**src/rtl/instr_fetch_pkg.sv**
```systemverilog
// Shared definitions for the instruction fetch unit: FSM states, PC step and
// instruction field bounds used to slice opcode/function out of a fetched word.
package instr_fetch_pkg;

    typedef enum logic [1:0] {
        IDLE = 2'd0,
        WAIT = 2'd1,
        HOLD = 2'd2
    } state_t;

    localparam logic [31:0] PC_STEP = 32'd4;

    localparam int OP_MSB   = 31;
    localparam int OP_LSB   = 26;
    localparam int FUNC_MSB = 5;
    localparam int FUNC_LSB = 0;

endpackage

```
**src/rtl/instr_fetch_pc_counter.sv**
```systemverilog
// Program counter register: async reset load, sequential +PC_STEP increment,
// and a redirect load that always wins over the increment.
module pc_counter
    import instr_fetch_pkg::*;
#(
    parameter logic [31:0] RESET_PC = 32'h0000_0000
) (
    input  logic        clk,
    input  logic        rst,
    input  logic        i_inc,
    input  logic        i_load,
    input  logic [31:0] i_target,
    output logic [31:0] o_pc
);

    logic [31:0] r_pc;

    // The 32-bit add wraps naturally, so 32'hFFFF_FFFC steps to 0.
    always_ff @(posedge clk or negedge rst) begin
        if (!rst) begin
            r_pc <= RESET_PC;
        end else if (i_load) begin
            r_pc <= i_target;
        end else if (i_inc) begin
            r_pc <= r_pc + PC_STEP;
        end
    end

    assign o_pc = r_pc;

endmodule

```
**src/rtl/instr_fetch.sv**
```systemverilog
// Single-outstanding instruction fetch unit: issues one memory request at a
// time, holds the returned word for the consumer, and handles redirects.
module instr_fetch
    import instr_fetch_pkg::*;
#(
    parameter logic [31:0] RESET_PC = 32'h0000_0000
) (
    input  logic        clk,
    input  logic        rst,
    input  logic        en,
    input  logic        pcLoad,
    input  logic [31:0] pcTarget,
    output logic        imemReq,
    output logic [31:0] imemAddr,
    input  logic        imemAck,
    input  logic [31:0] imemRdata,
    output logic        instrValid,
    input  logic        instrReady,
    output logic [31:0] instrOut,
    output logic [5:0]  opOut,
    output logic [5:0]  funcOut,
    output logic [31:0] pcOut
);

    state_t      r_state;
    state_t      w_next;
    logic        r_discard;
    logic        w_discard_nxt;
    logic        w_fire;
    logic        w_addr_load;
    logic [31:0] w_pc;
    logic [31:0] w_pc_redir;
    logic [31:0] r_addr;
    logic [31:0] r_instr;
    logic [31:0] r_pcout;

    pc_counter #(
        .RESET_PC (RESET_PC)
    ) u_pc (
        .clk      (clk),
        .rst      (rst),
        .i_inc    (w_fire),
        .i_load   (pcLoad),
        .i_target (pcTarget),
        .o_pc     (w_pc)
    );

    // A redirect in the same cycle as an issue must already point at the target.
    assign w_pc_redir = pcLoad ? pcTarget : w_pc;

    always_ff @(posedge clk or negedge rst) begin
        if (!rst) begin
            r_state   <= IDLE;
            r_discard <= 1'b0;
        end else begin
            r_state   <= w_next;
            r_discard <= w_discard_nxt;
        end
    end

    always_comb begin
        w_next        = r_state;
        w_discard_nxt = r_discard;
        w_fire        = 1'b0;
        w_addr_load   = 1'b0;
        case (r_state)
            IDLE: begin
                if (en) begin
                    w_next      = WAIT;
                    w_addr_load = 1'b1;
                end
            end
            WAIT: begin
                if (imemAck) begin
                    if (r_discard || pcLoad) begin
                        // Stale response: drop it and reissue from the redirected PC.
                        w_discard_nxt = 1'b0;
                        if (en) begin
                            w_addr_load = 1'b1;
                        end else begin
                            w_next = IDLE;
                        end
                    end else begin
                        w_fire = 1'b1;
                        w_next = HOLD;
                    end
                end else if (pcLoad) begin
                    w_discard_nxt = 1'b1;
                end
            end
            HOLD: begin
                if (pcLoad || instrReady) begin
                    if (en) begin
                        w_next      = WAIT;
                        w_addr_load = 1'b1;
                    end else begin
                        w_next = IDLE;
                    end
                end
            end
            default: begin
                w_next        = IDLE;
                w_discard_nxt = 1'b0;
            end
        endcase
    end

    // Request address is registered so it stays put while a redirect moves the PC.
    always_ff @(posedge clk or negedge rst) begin
        if (!rst) begin
            r_addr <= RESET_PC;
        end else if (w_addr_load) begin
            r_addr <= w_pc_redir;
        end
    end

    always_ff @(posedge clk or negedge rst) begin
        if (!rst) begin
            r_instr <= 32'h0;
            r_pcout <= 32'h0;
        end else if (w_fire) begin
            r_instr <= imemRdata;
            r_pcout <= w_pc;
        end
    end

    assign imemReq    = (r_state == WAIT);
    assign imemAddr   = r_addr;
    assign instrValid = (r_state == HOLD);
    assign instrOut   = r_instr;
    assign opOut      = r_instr[OP_MSB:OP_LSB];
    assign funcOut    = r_instr[FUNC_MSB:FUNC_LSB];
    assign pcOut      = r_pcout;

endmodule

```
**config.mk**
```make
export PLATFORM = sky130hd
export DESIGN_NAME = instr_fetch
export DESIGN_NICKNAME = d
export VERILOG_FILES = /design/src/rtl/instr_fetch_pkg.sv /design/src/rtl/instr_fetch_pc_counter.sv /design/src/rtl/instr_fetch.sv
export SDC_FILE = /design/constraint.sdc
export NUM_CORES = 1
export LEC_CHECK = 0
export ABC_CLOCK_PERIOD_IN_PS = 2900
export BUFFER_PORTS_ARGS = -buffer_cell sky130_fd_sc_hd__buf_2
export CAP_MARGIN = 40
export CORE_MARGIN = 4
export CORE_UTILIZATION = 51
export DETAILED_ROUTE_END_ITERATION = 8
export HOLD_SLACK_MARGIN = 0.06
export PLACE_DENSITY = 0.79
export SETUP_SLACK_MARGIN = 0.05
export SYNTH_ARGS = -nofsm -noshare
export SYNTH_HDL_FRONTEND = slang
export SYNTH_SLANG_ARGS = --single-unit
```
**constraint.sdc**
```tcl
create_clock -name clk -period 2.9 [get_ports clk]
set_clock_uncertainty 0.2 [all_clocks]
set_input_delay 0.29 -clock clk [delete_from_list [all_inputs] [get_ports clk]]
set_output_delay 0.29 -clock clk [all_outputs]
set_load 0.02 [all_outputs]
```
==> metrics, run 1 <==
outcome finished, final reports clean; count leader, synth nand2_1; HPWL after DPL 11100 um; Initial Util 52.7%; Worst-Margin Slew 0.657 ns; vias in the first global route roughly 5700; CP Class input port to flop; Worst-path clk slew ~0.060 ns; FF+latch count, synth around 130; Vias 5475; clk buf depth 2; power per cell area roughly 950 nW/um^2; post-CTS sizing 0; max cap viols 0; Placed Area approximately 6700 sq um; Post-Place Setup Slack 0.611 ns; unrepaired setup endpoints after global routing false; Syn Area/Cell 9.01 sq um; share of layout cells above drive strength 1 a little over a quarter; die height ~110 um; origin of the worst setup path imemAck; Residual DRC 0; Mapped Nets between 700 and 800; synth cell count leaders nand2_1, dfrtp_1, nor2_1; CTS tree done; post-route ant nets 0; Final #Nets between 900 and 1000; CTS root buffer clkbuf_16; final hold vios 0; final number of setup-violating endpoints 0; synthesized netlist cell count around 640; main flop type after synthesis dfrtp_1; Yosys warning count 0; crit path max fanout 34; Slew Limit Fails 0; TritonCTS Buffers 17; Synth async-reset ratio 100%; sequential area share after synthesis ~57%; Pleak about 4 nW; I/O pins between 150 and 200; most area-consuming cells after synthesis dfrtp_1, nand2_1, a31oi_1; worst setup margin between 0.6 and 0.7 ns; largest net degree at the start of global routing 57; Cell variety after synth slightly above 40; Area Overhead vs Synth 39.8%; drt pass-1 iters 5; worst min path class input port to flop; die area about 13000 sq um; number of clock sinks 131; CP Launch Type input port; DRT iter0 DRCs 432; Peak VDD IR roughly 560 uV; Tot GR Track Use approximately 27%; CORE AREA 10900 sq um; Pwr Total 7.62 mW; Netlist Area Pre-Place roughly 5800 sq um; IO Port Bufs approximately 180; Crit Reg-Reg Startpoint r_state[1]; initial antenna violation count 0; drt total wl 16800 um; routed wire length per instance approximately 16 um; num rows 38; global route overflow 0; H-tree levels 4; Required @ worst endpoint just over 3 ns; clock latency on the worst-skew pair between 0.4 and 0.5 ns; final worst-path cycle share about four fifths; Die Span X between 100 and 150 um; fmax between 400 and 500 MHz; Worst Setup End Kind flop; antenna fix cells 0; Hold Path Origin pcLoad; EDFF count, synth 0; RD Place Congestion between 0.8 and 0.9; post-synth top area share 56.9%; final setup TNS 0 ns; Slew headroom between 50 and 60%; fin area between 8000 and 9000 sq um; first-pass GRT wire length between 20000 and 30000 um; critical path arrival approximately 2.4 ns; Via-to-Cell Ratio about 5.4; fin crit period 2.30 ns; area leader, netlist dfrtp_1
## layout by cell type, fill, tap and decap left out, drive strengths merged, types with 2 or more instances in the layout
cell type / synthesis / layout
and3: 6 / 6
dlygate4sd3: 0 / 69
nand4: 13 / 13
xor2: 17 / 17
bufinv: 0 / 5
or2: 2 / 2
buf: 18 / 189
or4: 2 / 2
xnor2: 7 / 7
nand2: 250 / 250
clkinvlp: 0 / 3
inv: 5 / 6
clkbuf: 30 / 19
clkinv: 0 / 4
nor2: 39 / 39
nor4: 4 / 4
mux2: 5 / 5
o31ai: 2 / 2
o21a: 2 / 2
nor2b: 3 / 3
and4: 6 / 6
o21ai: 29 / 29
and2: 3 / 3
a21oi: 9 / 9
mux2i: 5 / 5
nand3: 13 / 13
nor3: 3 / 3
dfrtp: 131 / 131
a31oi: 26 / 26
## repair_timing
item | 4_1_cts | 5_1_grt
setup buffers | 0 | 0
endpoints found under the hold margin | 179 | 0
hold buffers | 69 | 0
## routing by layer
| metal | vias up | GRT usage (%) | part of all wire [%] |
|---|---|---|---|
| met2 | 275 | 45.1 | 50 |
| met5 | - | 0 | 0 |
| met1 | 2622 | 34.6 | 40 |
| li1 | 2539 | - | - |
| met3 | 39 | 6.24 | 7.9 |
| met4 | 0 | 8.87 | 2.0 |
## critical path, stage by stage
cell and delay (ns):
dlygate4sd3_1 0.54, buf_2 0.13, and4bb_1 0.28, nand2_4 0.24
or2_4 0.36, or4_1 0.50, nand3_1 0.10
## worst paths after layout
kind | endpoint | depth (start not counted) | slack, ns
min in group asynchronous | pcOut[1] | 2 | 0.17
worst max-delay path | u_pc.o_pc[24] | 7 | 0.60
worst min register to register | pcOut[30] | 2 | 0.27
max in group asynchronous | instrOut[11] | 3 | 1.60
worst max register to register | u_pc.o_pc[24] | 5 | 0.62
worst min-delay path | r_discard | 3 | 0.07
## flip-flops by register name (all words and copies together), names as in the netlist
register and flops:
imemAddr 32, pcOut 32, u_pc.o_pc 32, instrOut 32, r_state 2, r_discard 1
## layout make-up
cell class	instances	area, sq um
clock buffer	19	453
clock inverter	13	205
fill	788	2880
inverter	5	18.8
multi-input combinational	455	2230
sequential	131	3280
tap	140	175
timing repair buffer	258	1690
## where the power goes
group | internal [mW] | switching, mW
clock | 1.57 | 0.790
combinational | 0.837 | 1.60
sequential | 2.42 | 0.401
## cells by family after synthesis
family | Yosys count | synth area share [%]
compound gates | 72 | 7.19
fa+ha+maj | 1 | 0.217
buf+inv | 53 | 4.39
flops | 131 | 56.9
simple gates | 348 | 25.8
xor+xnor | 24 | 3.65
mux | 10 | 1.85
## through the flow
step	utilization (%)	hold WS [ns]	cells
after floorplan	-	-0.206	639
after global placement	61.3	0.0444	920
after detailed placement	61.3	0.0508	920
after CTS	73.6	0.0634	1021
after global routing	73.6	0.0777	1021
final	73.6	0.0740	1021
Power figures use the tool's default switching activity.
==> run 2, diff against run 1 <==
Settings changed: ABC_CLOCK_PERIOD_IN_PS 2900 to 2200.
Clock period 2.9 ns to 2.2 ns, I/O delays scaled along.
==> run 2 against run 1 <==
  * Count of clock-buffer cells in the layout down 1
  * Critical path depth unchanged
  * Non-clock buffer count up 15
  * Register-to-register slack worse by 0.47 ns
  * Global-route usage up 0.091 points
  * Setup slack worse by 0.48 ns
  * Utilization up 1.2 points
  * Combinational power up 35%
  * Cell count up 1.5%
  * Cell area up 1.6%
  * Die area unchanged
  * Hold slack better by 0.073 ns
  * Critical path type unchanged
  * Critical endpoint unchanged
  * Largest cell class unchanged
==> metrics, run 2 (synthesized netlist as in run 1, its figures left out) <==
outcome finished, final reports clean; origin of the worst setup path imemAck; Slew Limit Fails 0 (unchanged); HPWL after DPL 11200 um (+1.1%); switch share 37.0% (+0.33 points); CTS root buffer clkbuf_16; GR Util met2 45.9% (+0.82 points); Die Span X 114 um (unchanged); worst min path class input port to asynchronous set/reset pin; Final #Nets 954 (+1.6%); drt total wl 17300 um (+2.4%); TritonCTS Buffers 17 (unchanged); I/O pins 180 (unchanged); critical path arrival 2.23 ns (-0.21 ns); Via-to-Cell Ratio 5.41 (+0.82%); global route overflow 0 (unchanged); crit path max fanout 8 (-76%); initial antenna violation count 0 (unchanged); antenna fix cells 0 (unchanged); number of clock sinks 131 (unchanged); Worst-Margin Slew 0.527 ns (-0.130 ns); first-pass GRT wire length 27800 um (unchanged); num rows 38 (unchanged); final hold vios 0 (unchanged); commonest non-fill, non-tap cell in the layout nand2_1; filler instances 736 (-6.6%); crit-path cells dlygate4sd3_1 > buf_2 > and4bb_1 > nand2_4 > or2_4 > or4_1 > nand3_1; met1 usage 34.3% (-0.31 points); fin crit period 2.08 ns; H-tree levels 4 (unchanged); Worst Setup End Kind flop; critical path's slowest cell dlygate4sd3_1; final std cells w/o fill 1036 (+1.5%); Required @ worst endpoint 2.35 ns (-0.70 ns); die height 114 um (unchanged); Slew headroom 64.9% (+9.1 points); die area 13100 sq um (unchanged); power per cell area 1230 nW/um^2 (+30%); Residual DRC 0 (unchanged); RD Place Congestion 0.877 (+0.79%); Initial Util 52.7% (unchanged); CTS tree done; Area Overhead vs Synth 42.1%; clock latency on the worst-skew pair 0.41 ns (about the same); routed wire length per instance 16.7 um (+0.94%); final setup TNS 0 ns (unchanged); Crit Reg-Reg Startpoint r_discard; clk buf depth 2 (unchanged); max incr delay on CP 0.54 ns (about the same); clock power share 30.7% (-0.3 points); vias in the first global route 5638 (-0.93%); register area 3280 sq um (unchanged); unrepaired setup endpoints after global routing false; CP Launch Type input port; CP Class input port to flop; fmax between 400 and 500 MHz; crit path to u_pc.o_pc[24]; Peak VDD IR 731 uV (+30%); Pleak 4.16 nW (+1.9%); largest net degree at the start of global routing 80 (+40%); final number of setup-violating endpoints 0 (unchanged); share of layout cells above drive strength 1 27.7% (+1.0 points); internal reg-to-reg setup slack 0.15 ns (-0.47 ns); Net Sw Power 3.73 mW (+34%); Tot GR Track Use 27.0% (+0.091 points); post-route ant nets 0 (unchanged); Reg power frac 36.7% (-0.3 points); DRT iter0 DRCs 434 (+0.46%); worst r2r path cells 5 (unchanged); grt met3 use 6.24% (unchanged); IO Port Bufs 179 (unchanged); Vias 5601 (+2.3%); CORE AREA 10900 sq um (unchanged); drt pass-1 iters 5 (unchanged); Worst-path clk slew 0.06 ns (about the same); post-CTS setup buffers 0 (unchanged); DP Cell Count 932 (+1.3%); footprint of the multi-input gates 2230 sq um (unchanged); internal power 6.36 mW (+32%); busiest grt layer met2; worst r2r dst u_pc.o_pc[24]; max cap viols 0 (unchanged); most frequent cells in the layout nand2_1, buf_2, dfrtp_1, dlygate4sd3_1, nor2_1; Comb pwr share 32.6% (+0.6 points); final worst-path cycle share a little over nine tenths
==> run 2: power by group through the flow <==
| stage | clock network [mW] | registers (mW) | logic [mW] |
|---|---|---|---|
| floorplan | 0 | 4.57 | 1.12 |
| detailed placement | 0 | 3.71 | 3.16 |
| finish | 3.10 | 3.71 | 3.29 |
| CTS | 3.13 | 3.68 | 3.28 |
| global placement | 0 | 3.67 | 3.09 |
| global route | 3.24 | 3.80 | 3.55 |
==> run 2: cell type report <==
type / instances / share of cell area [%]
Clock buffer: 18 / 5.36
Clock inverter: 14 / 2.55
Inverter: 5 / 0.229
Tap cell: 140 / 2.14
Multi-Input combinational cell: 455 / 27.3
Sequential cell: 131 / 40.0
Timing Repair Buffer: 273 / 22.4
==> run 2: repair_timing <==
item | 4_1_cts | 5_1_grt
endpoints found under the hold margin | 230 | 0
resized for setup | 0 | 4
setup endpoints to repair | 0 | 48
hold buffers | 72 | 0
==> run 2: critical path: cells and delay by family <==
| kind | cells | cell delay [ns] |
|---|---|---|
| and+or+nand+nor | 5 | 1.34 |
| buffers and inverters | 2 | 0.68 |
==> run 2: per-layer routing <==
metal	up-vias	wire (um)
li1	2589	-
met4	0	240
met3	29	1310
met5	-	0
met2	260	8680
met1	2723	7020
==> run 2: how the worst min path moves through the flow <==
stage	end	depth (start not counted)	from
after floorplan	imemAddr[0]	0	rst
after global placement	instrOut[31]	2	rst
after detailed placement	instrOut[30]	2	rst
after CTS	instrOut[30]	3	rst
after global routing	instrOut[28]	3	rst
final	instrOut[30]	3	rst
==> run 2: stage by stage <==
| stage | worst slack [ns] | util [%] | instance area [sq um] | hold WS, ns | power (mW) |
|---|---|---|---|---|---|
| after floorplan | 0.199 | - | 5760 | -0.276 | 5.69 |
| after global placement | 0.201 | 62.3 | 6810 | 0.0133 | 6.76 |
| after detailed placement | 0.183 | 62.3 | 6810 | 0.0170 | 6.87 |
| after CTS | 0.132 | 74.8 | 8180 | 0.155 | 10.1 |
| after global routing | 0.0533 | 74.9 | 8190 | 0.187 | 10.6 |
| final | 0.122 | 74.9 | 8190 | 0.147 | 10.1 |
